--- src/rtl/udp_tx.sv ---
// udp_tx: transmit half of the UDP layer.
//
// Takes a user payload stream, prepends the 8-byte UDP header as a single 64-bit beat
// {src_port, dst_port, udp_length, checksum=0} and forwards the frame to the IP TX layer.
// IP sideband on m_axis_ip_user: [55:40] UDP length (payload + 8), [36:29] protocol 17.
//
// Ports:
//   i_clk, i_rst_n            clock, synchronous active-low reset
//   i_dymanic_src_port/valid  runtime source port update
//   i_dymanic_dst_port/valid  runtime destination port update
//   s_axis_user_*             payload stream in; user[15:0] = payload byte length
//   m_axis_ip_*               header + payload stream out, fully registered
//   o_len_err                 one-cycle pulse on payload length mismatch (length check only)
//
// Optional feature: define UDP_TX_LEN_CHECK_EN to count payload beats against ceil(len/8).
// An early input last ends the frame with an error pulse; reaching the count without input
// last forces m_axis_ip_last, pulses the error and drains input beats until input last.
// With the macro undefined there is no counter and o_len_err is tied low.

module udp_tx #(
  parameter logic [15:0] P_SRC_UDP_PORT = 16'h0808,
  parameter logic [15:0] P_DST_UDP_PORT = 16'h0808
) (
  input  logic        i_clk,
  input  logic        i_rst_n,
  input  logic [15:0] i_dymanic_src_port,
  input  logic        i_dymanic_src_valid,
  input  logic [15:0] i_dymanic_dst_port,
  input  logic        i_dymanic_dst_valid,
  input  logic [63:0] s_axis_user_data,
  input  logic [31:0] s_axis_user_user,
  input  logic [7:0]  s_axis_user_keep,
  input  logic        s_axis_user_last,
  input  logic        s_axis_user_valid,
  output logic        s_axis_user_ready,
  output logic [63:0] m_axis_ip_data,
  output logic [55:0] m_axis_ip_user,
  output logic [7:0]  m_axis_ip_keep,
  output logic        m_axis_ip_last,
  output logic        m_axis_ip_valid,
  input  logic        m_axis_ip_ready,
  output logic        o_len_err
);

`ifdef UDP_TX_LEN_CHECK_EN
  typedef enum logic [1:0] {StIdle, StHeader, StPayload, StDrain} state_e;
`else
  typedef enum logic [1:0] {StIdle, StHeader, StPayload} state_e;
`endif

  state_e      state_q;
  logic [15:0] src_q, dst_q, len_q;
  logic [63:0] m_data_q;
  logic [55:0] m_user_q;
  logic [7:0]  m_keep_q;
  logic        m_last_q, m_valid_q;
  logic        len_err_q;

  logic [15:0] hdr_len;
  logic        s_hs;
  logic        out_free;

  // Upper user bits carry nothing for this layer.
  logic unused_user;
  assign unused_user = ^s_axis_user_user[31:16];

  assign hdr_len  = s_axis_user_user[15:0] + 16'd8;  // wraps modulo 2^16
  assign out_free = !m_valid_q || m_axis_ip_ready;
  assign s_hs     = s_axis_user_valid && s_axis_user_ready;

`ifdef UDP_TX_LEN_CHECK_EN
  logic [13:0] cnt_q;
  logic [13:0] cnt_inc;
  logic [13:0] target;
  assign cnt_inc = cnt_q + 14'd1;
  assign target  = {1'b0, len_q[15:3]} + {13'd0, |len_q[2:0]};  // ceil(len/8)
  assign s_axis_user_ready = ((state_q == StPayload) && out_free) || (state_q == StDrain);
`else
  assign s_axis_user_ready = (state_q == StPayload) && out_free;
`endif

  always_ff @(posedge i_clk) begin
    if (!i_rst_n) begin
      state_q   <= StIdle;
      src_q     <= P_SRC_UDP_PORT;
      dst_q     <= P_DST_UDP_PORT;
      len_q     <= 16'd0;
      m_data_q  <= 64'd0;
      m_user_q  <= 56'd0;
      m_keep_q  <= 8'hff;
      m_last_q  <= 1'b0;
      m_valid_q <= 1'b0;
      len_err_q <= 1'b0;
`ifdef UDP_TX_LEN_CHECK_EN
      cnt_q     <= 14'd0;
`endif
    end else begin
      len_err_q <= 1'b0;
      if (i_dymanic_src_valid) src_q <= i_dymanic_src_port;
      if (i_dymanic_dst_valid) dst_q <= i_dymanic_dst_port;
      // Beat consumed downstream; overridden below when a new beat is loaded.
      if (m_axis_ip_ready) m_valid_q <= 1'b0;

      case (state_q)
        StIdle: begin
          // Previous frame's last beat may still be waiting in the output register.
          if (s_axis_user_valid && out_free) begin
            len_q     <= s_axis_user_user[15:0];
            m_data_q  <= {src_q, dst_q, hdr_len, 16'h0000};
            m_user_q  <= {hdr_len, 3'b000, 8'd17, 29'd0};
            m_keep_q  <= 8'hff;
            m_last_q  <= (s_axis_user_user[15:0] == 16'd0);
            m_valid_q <= 1'b1;
            state_q   <= StHeader;
          end
        end

        StHeader: begin
          if (m_axis_ip_ready) begin
            state_q <= StPayload;
`ifdef UDP_TX_LEN_CHECK_EN
            cnt_q   <= 14'd0;
`endif
          end
        end

        StPayload: begin
          if (s_hs) begin
            if (len_q == 16'd0) begin
              // Empty payload: header already carried last, the input beat is dropped.
`ifdef UDP_TX_LEN_CHECK_EN
              if (s_axis_user_last) begin
                state_q <= StIdle;
              end else begin
                len_err_q <= 1'b1;
                state_q   <= StDrain;
              end
`else
              if (s_axis_user_last) state_q <= StIdle;
`endif
            end else begin
              m_data_q  <= s_axis_user_data;
              m_keep_q  <= s_axis_user_last ? s_axis_user_keep : 8'hff;
              m_last_q  <= s_axis_user_last;
              m_valid_q <= 1'b1;
`ifdef UDP_TX_LEN_CHECK_EN
              cnt_q <= cnt_inc;
              if (s_axis_user_last) begin
                state_q <= StIdle;
                if (cnt_inc != target) len_err_q <= 1'b1;
              end else if (cnt_inc == target) begin
                m_last_q  <= 1'b1;
                len_err_q <= 1'b1;
                state_q   <= StDrain;
              end
`else
              if (s_axis_user_last) state_q <= StIdle;
`endif
            end
          end
        end

`ifdef UDP_TX_LEN_CHECK_EN
        StDrain: begin
          if (s_axis_user_valid && s_axis_user_last) state_q <= StIdle;
        end
`endif

        default: state_q <= StIdle;
      endcase
    end
  end

  assign m_axis_ip_data  = m_data_q;
  assign m_axis_ip_user  = m_user_q;
  assign m_axis_ip_keep  = m_keep_q;
  assign m_axis_ip_last  = m_last_q;
  assign m_axis_ip_valid = m_valid_q;
  assign o_len_err       = len_err_q;

endmodule
--- config.mk ---
export PLATFORM = sky130hd
export DESIGN_NAME = udp_tx
export DESIGN_NICKNAME = d
export VERILOG_FILES = /design/src/rtl/udp_tx.sv
export SDC_FILE = /design/constraint.sdc
export NUM_CORES = 1
export LEC_CHECK = 0
export ABC_AREA = 1
export BUFFER_PORTS_ARGS = -buffer_cell sky130_fd_sc_hd__buf_2
export CORE_UTILIZATION = 28
export DETAILED_ROUTE_END_ITERATION = 12
export GPL_TIMING_DRIVEN = 1
export PLACE_DENSITY = 0.61
export SLEW_MARGIN = 10
export SYNTH_ARGS = -nofsm -noshare
export SYNTH_HDL_FRONTEND = slang
export SYNTH_SLANG_ARGS = --single-unit
--- constraint.sdc ---
create_clock -name i_clk -period 1.4 [get_ports i_clk]
set_input_delay 0.21 -clock i_clk [delete_from_list [all_inputs] [get_ports i_clk]]
set_output_delay 0.21 -clock i_clk [all_outputs]
set_load 0.05 [all_outputs]
==> impl_metrics.csv, run 1 <==
group,metric,value,unit
status,run_status,"finished with violations",
status,failed_checks,"setup timing",
cts,cts_root_buf,"clkbuf_16",
cts,h-tree-depth,4,
routing,drtIter0Drc,474,
sta,whs,0.0127,ns
synth,synth_async_sr_flop_share,0,%
grt,groute.usage.overall,17.8,%
worst_setup_path,crit_type,"flip-flop to output pin",
synth,syn_area,0.00665,mm^2
grt,grt_first_pass_wirelength,33.5,mm
placed_design,postPlaceCellArea,0.00824,mm^2
pwr,total_leakage_power,5.09,nW
finish,final_core_occ,43.4,%
synth,synth_top_cell_area_share,41.6,%
placed_design,place_worst_setup_slack,-0.125,ns
worst_setup_path,list_of_cells_traversed_by_the_critical_path,"inv_2, nor2_4, inv_4, a21oi_2, buf_6",
pwr,pwr_density_cell,1260,mW/mm^2
finish,area_growth,52.9,%
synth,synth_warn,0,
worst_setup_path,slowest_stage_delay_cp,0.35,ns
worst_setup_path,critical_path.top_delay_family,"flip-flops",
job,drv.max_cap_violation_count,0,
finish,final.fill_count,2399,
grt,grt_antenna_before_repair,1,
synth,synth-edff-count,0,
finish,nNetsFinal,1397,
worst_setup_path,startpoint_class,"flip-flop",
synth,synth_flop_cell,"dfxtp_1",
sta,rsz0062_at_grt,"yes",
floorplan,die-area,0.0244,mm^2
synth,yosysUniqueCellTypes,31,
routing,wl_per_cell,14.6,um
worst_setup_path,timing.critical_path.required,1.19,ns
floorplan,std_cell_rows,56,
synth,synth_cells,994,
sta,max_freq,658,MHz
worst_setup_path,critPathSlowestCell,"dfxtp_4",
worst_setup_path,cp_max_fo,2,
worst_setup_path,critPathCaptureType,"output pin",
synth,syn_avg_cell_area,6.69,um^2
grt,grt_max_degree,63,
sta,postLayoutSetupSlackWorst,-0.121,ns
floorplan,fp.dieH,156,um
floorplan,floorplan.initialDensity,28.4,%
floorplan,io-pin-count,275,
placed_design,port_buffers,219,
routing,postRouteAntennaNets,0,
sta,timing.final.setup_violations,76,
sta,layout_worst_path_cycle_share,109,%
sta,timing.clock.skew,0.00932,ns
cts,tritoncts.num_buffers,17,
sta,min_period,1.52,ns
cts,clk_pin_slew,0.06,ns
worst_setup_path,data_arrival_at_the_endpoint_of_the_critical_path,1.31,ns
pwr,max-vdd-ir-drop,0.606,mV
cts,clock_insertion_delay_worst_skew,0.42,ns
routing,total_drc_errors_in_the_routed_layout,0,
worst_hold_path,hold_path_class,"input pin to flip-flop",
floorplan,core_region_area,0.0234,mm^2
routing,via_count,7001,
placed_design,place.detailed.instances,1514,
sta,finalHoldViolations,0,
routing,detail_routed_via_count_per_cell,4.41,
synth,synth_most_common_cell,"nand2_1",
finish,stdcell_area,0.0102,mm^2
synth,synth.top_cells.by_count,"nand2_1, nor2_1, dfxtp_1",
sta,maxSlewViolCount,0,
synth,yosys-top-cells-area,"dfxtp_1, nand2_1, nor2_1, buf_4, nand3b_1",
placed_design,detailedPlacementHpwl,14.1,mm
routing,drt-total-wl,23.1,mm
finish,instances_no_fill,1587,
placed_design,gp_congestion,0.866,
synth,synth_seq_cells,138,
finish,layout-drive-gt1-share,33.5,%
floorplan,die_w,156,um
sta,setup_tns,-3.07,ns
sta,max_slew.worst_pin.slew,0.599,ns
cts,cts.sink_count,138,
grt,global_route_overflow,0,
cts,clock_tree_from_tritoncts,"done",
grt,first_global_vias,6298,
cts,clock_path_buffers,2,
sta,slew_headroom,60.0,%
worst_setup_path,critPathBufInv,3,
synth,seq_area_frac_synth,41.6,%
synth,yosysTopAreaCell,"dfxtp_1",
routing,dr.pass1.iters,4,
pwr,total_power,12.8,mW
==> worst min-delay path, cell delays in order <==
cell and delay, ns:
buf_2 0.07, nor2_1 0.03, nor2_1 0.08
==> sequential cells by signal, indices dropped and copies added (netlist names) <==
name             count
m_axis_ip_data      64
dst_q               16
len_q               16
src_q               16
m_axis_ip_user      14
m_axis_ip_keep       8
state_q              2
m_axis_ip_last       1
m_axis_ip_valid      1
==> cells by family (layout without fill, tap and decap cells) <==
family | Yosys count | after routing | synth area share [%]
other | 1 | 41 | 0.0564
XOR/XNOR | 3 | 3 | 0.395
buffers and inverters | 160 | 394 | 12.6
flip-flops | 138 | 138 | 41.6
AO/OA/AOI/OAI | 94 | 94 | 7.72
AND/OR/NAND/NOR | 597 | 597 | 37.5
adder cells (fa/ha/maj) | 1 | 1 | 0.188
==> per-layer routing <==
layer / routed length, um / global-route usage, % / part of all wire (%) / vias up
met5: 0 / 0 / 0 / -
met3: 983 / 3.67 / 4.3 / 31
met1: 10300 / 22.2 / 45 / 3198
met4: 508 / 7.10 / 2.2 / 0
li1: - / - / - / 3580
met2: 11300 / 29.9 / 49 / 192
==> path summary, 6_finish.rpt <==
check,cells after the start,startpoint,endpoint,slack (ns)
worst min register to register,2,src_q[3],src_q[3],0.47
worst max register to register,9,len_q[5],m_axis_ip_data[37],-0.08
worst min-delay path,3,i_dymanic_dst_port[7],dst_q[7],0.01
worst max-delay path,5,state_q[1],s_axis_user_ready,-0.12
==> layout make-up <==
type / count / area, um^2 / share of cell area, %
multi-input cells: 734 / 3630 / 35.7
diodes: 2 / 5.00 / 0.0493
repair buffers: 305 / 2500 / 24.6
flip-flops and latches: 138 / 2780 / 27.3
inverters: 57 / 236 / 2.33
well taps: 319 / 399 / 3.93
clock buffers: 20 / 447 / 4.40
clock inverters: 12 / 161 / 1.59
==> where the power goes <==
group / switching, mW / internal [mW] / total [mW]
logic: 2.33 / 1.22 / 3.56
registers: 0.223 / 4.29 / 4.51
clock network: 1.85 / 2.88 / 4.73
total: 4.40 / 8.39 / 12.8
==> cell usage in the layout (no fill, tap or decap), types with 11 or more instances in the layout <==
cell	netlist	routed
a21oi_1	20	17
buf_12	0	18
o21ai_0	56	52
conb_1	1	39
nand3b_1	40	40
o211ai_1	13	13
buf_2	25	216
dfxtp_1	138	131
buf_4	48	32
clkbuf_16	0	25
buf_6	3	11
nor2_1	208	157
nor2_4	1	38
buf_16	0	16
nor2_2	1	15
nand3_1	51	40
inv_1	53	52
nand2_1	286	278
==> repair_timing <==
item / 4_1_cts / 5_1_grt
pin swaps: 12 / 31
endpoints found under the setup margin: 74 / 99
cloned: 14 / 8
hold buffers: 1 / 0
buffers inserted: 13 / 6
hold endpoints to repair: 1 / 0
gates resized for setup: 60 / 109
Note: power is estimated with default switching activity, not from simulation.
==> inputs of run 2 (changes only) <==
BUFFER_PORTS_ARGS = default   (was -buffer_cell sky130_fd_sc_hd__buf_2)
DONT_BUFFER_PORTS = 1   (was default)
PLACE_DENSITY = 0.52   (was 0.61)
==> run 2 against run 1 <==
Compared with the run above: cell area is 3.5% lower; via count fell by 5.1%; power decreased by 1.8%; highest routed layer unchanged; the flow finishes with violations (hold timing, setup timing); largest power group unchanged; setup slack gained 0.024 ns; critical path depth did not move; routed wire length decreased by 2.8%.
==> impl_metrics.csv, run 2 (synthesis gave the netlist of run 1 again) <==
group,metric,value,unit
status,run_status,"finished with violations",
status,failed_checks,"hold timing, setup timing",
placed_design,detailedPlacementHpwl,13.4,mm
pwr,total_leakage_power,4.60,nW
sta,min_period,1.50,ns
grt,grt_first_pass_wirelength,32.3,mm
cts,cts.sink_count,138,
floorplan,std_cell_rows,56,
routing,postRouteAntennaNets,0,
placed_design,port_buffers,0,
routing,total_drc_errors_in_the_routed_layout,0,
routing,drt-total-wl,22.5,mm
sta,maxSlewViolCount,0,
cts,clock_tree_from_tritoncts,"done",
worst_setup_path,timing.critical_path.required,1.19,ns
worst_setup_path,critPathCaptureType,"output pin",
worst_setup_path,crit_type,"flip-flop to output pin",
floorplan,die_w,156,um
sta,slew_headroom,61.6,%
finish,area_growth,47.4,%
finish,antennaDiodeCount,0,
grt,first_global_vias,6266,
pwr,pwr_density_cell,1280,mW/mm^2
cts,clock_insertion_delay_worst_skew,0.42,ns
floorplan,floorplan.initialDensity,28.4,%
worst_setup_path,data_arrival_at_the_endpoint_of_the_critical_path,1.29,ns
job,drv.max_cap_violation_count,0,
sta,finalHoldViolations,34,
worst_setup_path,critical_path.top_delay_family,"flip-flops",
finish,layout.cells.most_common,"nand2_1",
grt,globalRouteMet1Util,20.2,%
worst_setup_path,cell_depth_of_the_worst_setup_path,5,
worst_setup_path,critPathBufInv,3,
cts,cts_root_buf,"clkbuf_16",
finish,layout-drive-gt1-share,20.2,%
floorplan,die-area,0.0244,mm^2
routing,via_count,6646,
worst_hold_path,hold_depth,2,
finish,largest_register_ff_count,64,
grt,grtUsageMet3,5.33,%
finish,layout.cells.most_common_list,"nand2_1, nor2_1, dfxtp_1",
worst_setup_path,cp_max_fo,2,
cts,h-tree-depth,4,
worst_setup_path,slowest_stage_delay_cp,0.33,ns
cts,tritoncts.num_buffers,17,
placed_design,gp_congestion,0.802,
worst_setup_path,timing.reg2reg.worst_path_depth,7,
sta,timing.final.setup_violations,61,
grt,global_route_overflow,0,
worst_setup_path,startpoint_class,"flip-flop",
routing,detail_routed_via_count_per_cell,4.46,
placed_design,place.detailed.instances,1346,
worst_setup_path,critPathSlowestCell,"dfxtp_2",
sta,postLayoutSetupSlackWorst,-0.0972,ns
routing,wl_per_cell,15.1,um
routing,dr.pass1.iters,5,
floorplan,fp.dieH,156,um
sta,timing.clock.skew,0.0140,ns
finish,final.fill_count,2424,
grt,groute.usage.overall,17.1,%
grt,grt.busiest_layer,"met2",
grt,met2_usage,29.2,%
floorplan,core_region_area,0.0234,mm^2
pwr,total_power,12.6,mW
cts,clock_path_buffers,2,
finish,instances_no_fill,1489,
sta,whs,-0.0964,ns
sta,max_freq,668,MHz
worst_hold_path,hold_path_class,"input pin to flip-flop",
grt,grt_max_degree,120,
worst_setup_path,list_of_cells_traversed_by_the_critical_path,"inv_2, nor2_4, inv_8, a21oi_4, buf_12",
finish,nNetsFinal,1301,
cts,clk_pin_slew,0.07,ns
sta,layout_worst_path_cycle_share,107,%
routing,drtIter0Drc,443,
pwr,max-vdd-ir-drop,0.667,mV
sta,max_slew.worst_pin.slew,0.576,ns
grt,grt_antenna_before_repair,0,
sta,rsz0062_at_grt,"yes",
floorplan,io-pin-count,275,
[run 2: cell types whose count changed in the layout (fill, tap and decap cells not counted), sizes merged]
cell	change
dlygate4sd3	+80
dlymetal6s4s	+1
clkinvlp	+3
buf	-179
clkbuf	+1
inv	-3
clkinv	+1
diode	-2
[run 2: metrics by stage]
step	hold WS (ns)	cell area [um^2]	setup slack [ns]	TNS, ns	util (%)
floorplan	0.300	6800	-0.00348	-0.00348	-
global placement	0.304	7540	-0.0779	-3.37	32.2
detailed placement	0.305	7540	-0.0960	-4.03	32.2
CTS	-0.131	9040	-0.111	-5.09	38.6
global route	-0.107	9800	-0.152	-8.86	41.9
finish	-0.0964	9800	-0.0972	-2.19	41.9
[run 2: final timing paths]
path,start,end,slack [ns]
worst min-delay path,i_rst_n,m_axis_ip_data[59],-0.1
worst max register to register,state_q[1],m_axis_ip_keep[1],-0.09
worst min register to register,len_q[7],len_q[7],0.47
worst max-delay path,state_q[1],s_axis_user_ready,-0.1
[run 2: routing by layer]
layer	routed length, um	part of all wire [%]
met5	0	0
met4	331	1.5
met3	1580	7.0
met2	10900	49
met1	9620	43
[run 2: layout make-up]
cell class                 instances  area, um^2  area share (%)
clock buffer                      19         453            4.62
clock inverter                    13         166            1.70
inverter                          57         225            2.30
multi-input combinational        734        3470            35.5
sequential                       138        2770            28.3
tap                              319         399            4.07
timing repair buffer             209        2300            23.5
[run 2: worst reg2reg max path: cells and delay by family (launching register included)]
| family | cells | cell delay, ns |
|---|---|---|
| compound gates | 1 | 0.26 |
| simple gates | 3 | 0.40 |
| buf+inv | 3 | 0.37 |
| flops | 1 | 0.33 |
[run 2: timing repair]
item	in CTS	in global routing
hold endpoints to repair	123	50
resized for setup	18	86
cloned	2	12
pin swaps	7	31
setup buffers	10	8
hold buffers	71	11
setup endpoints to repair	77	106
[run 2: power breakdown]
part / total (mW) / leakage [nW] / internal (mW) / switching (mW)
sequential: 4.71 / 1.15 / 4.28 / 0.421
combinational: 3.07 / 3.16 / 1.17 / 1.90
clock: 4.78 / 0.296 / 2.91 / 1.87
total: 12.6 / 4.60 / 8.37 / 4.20
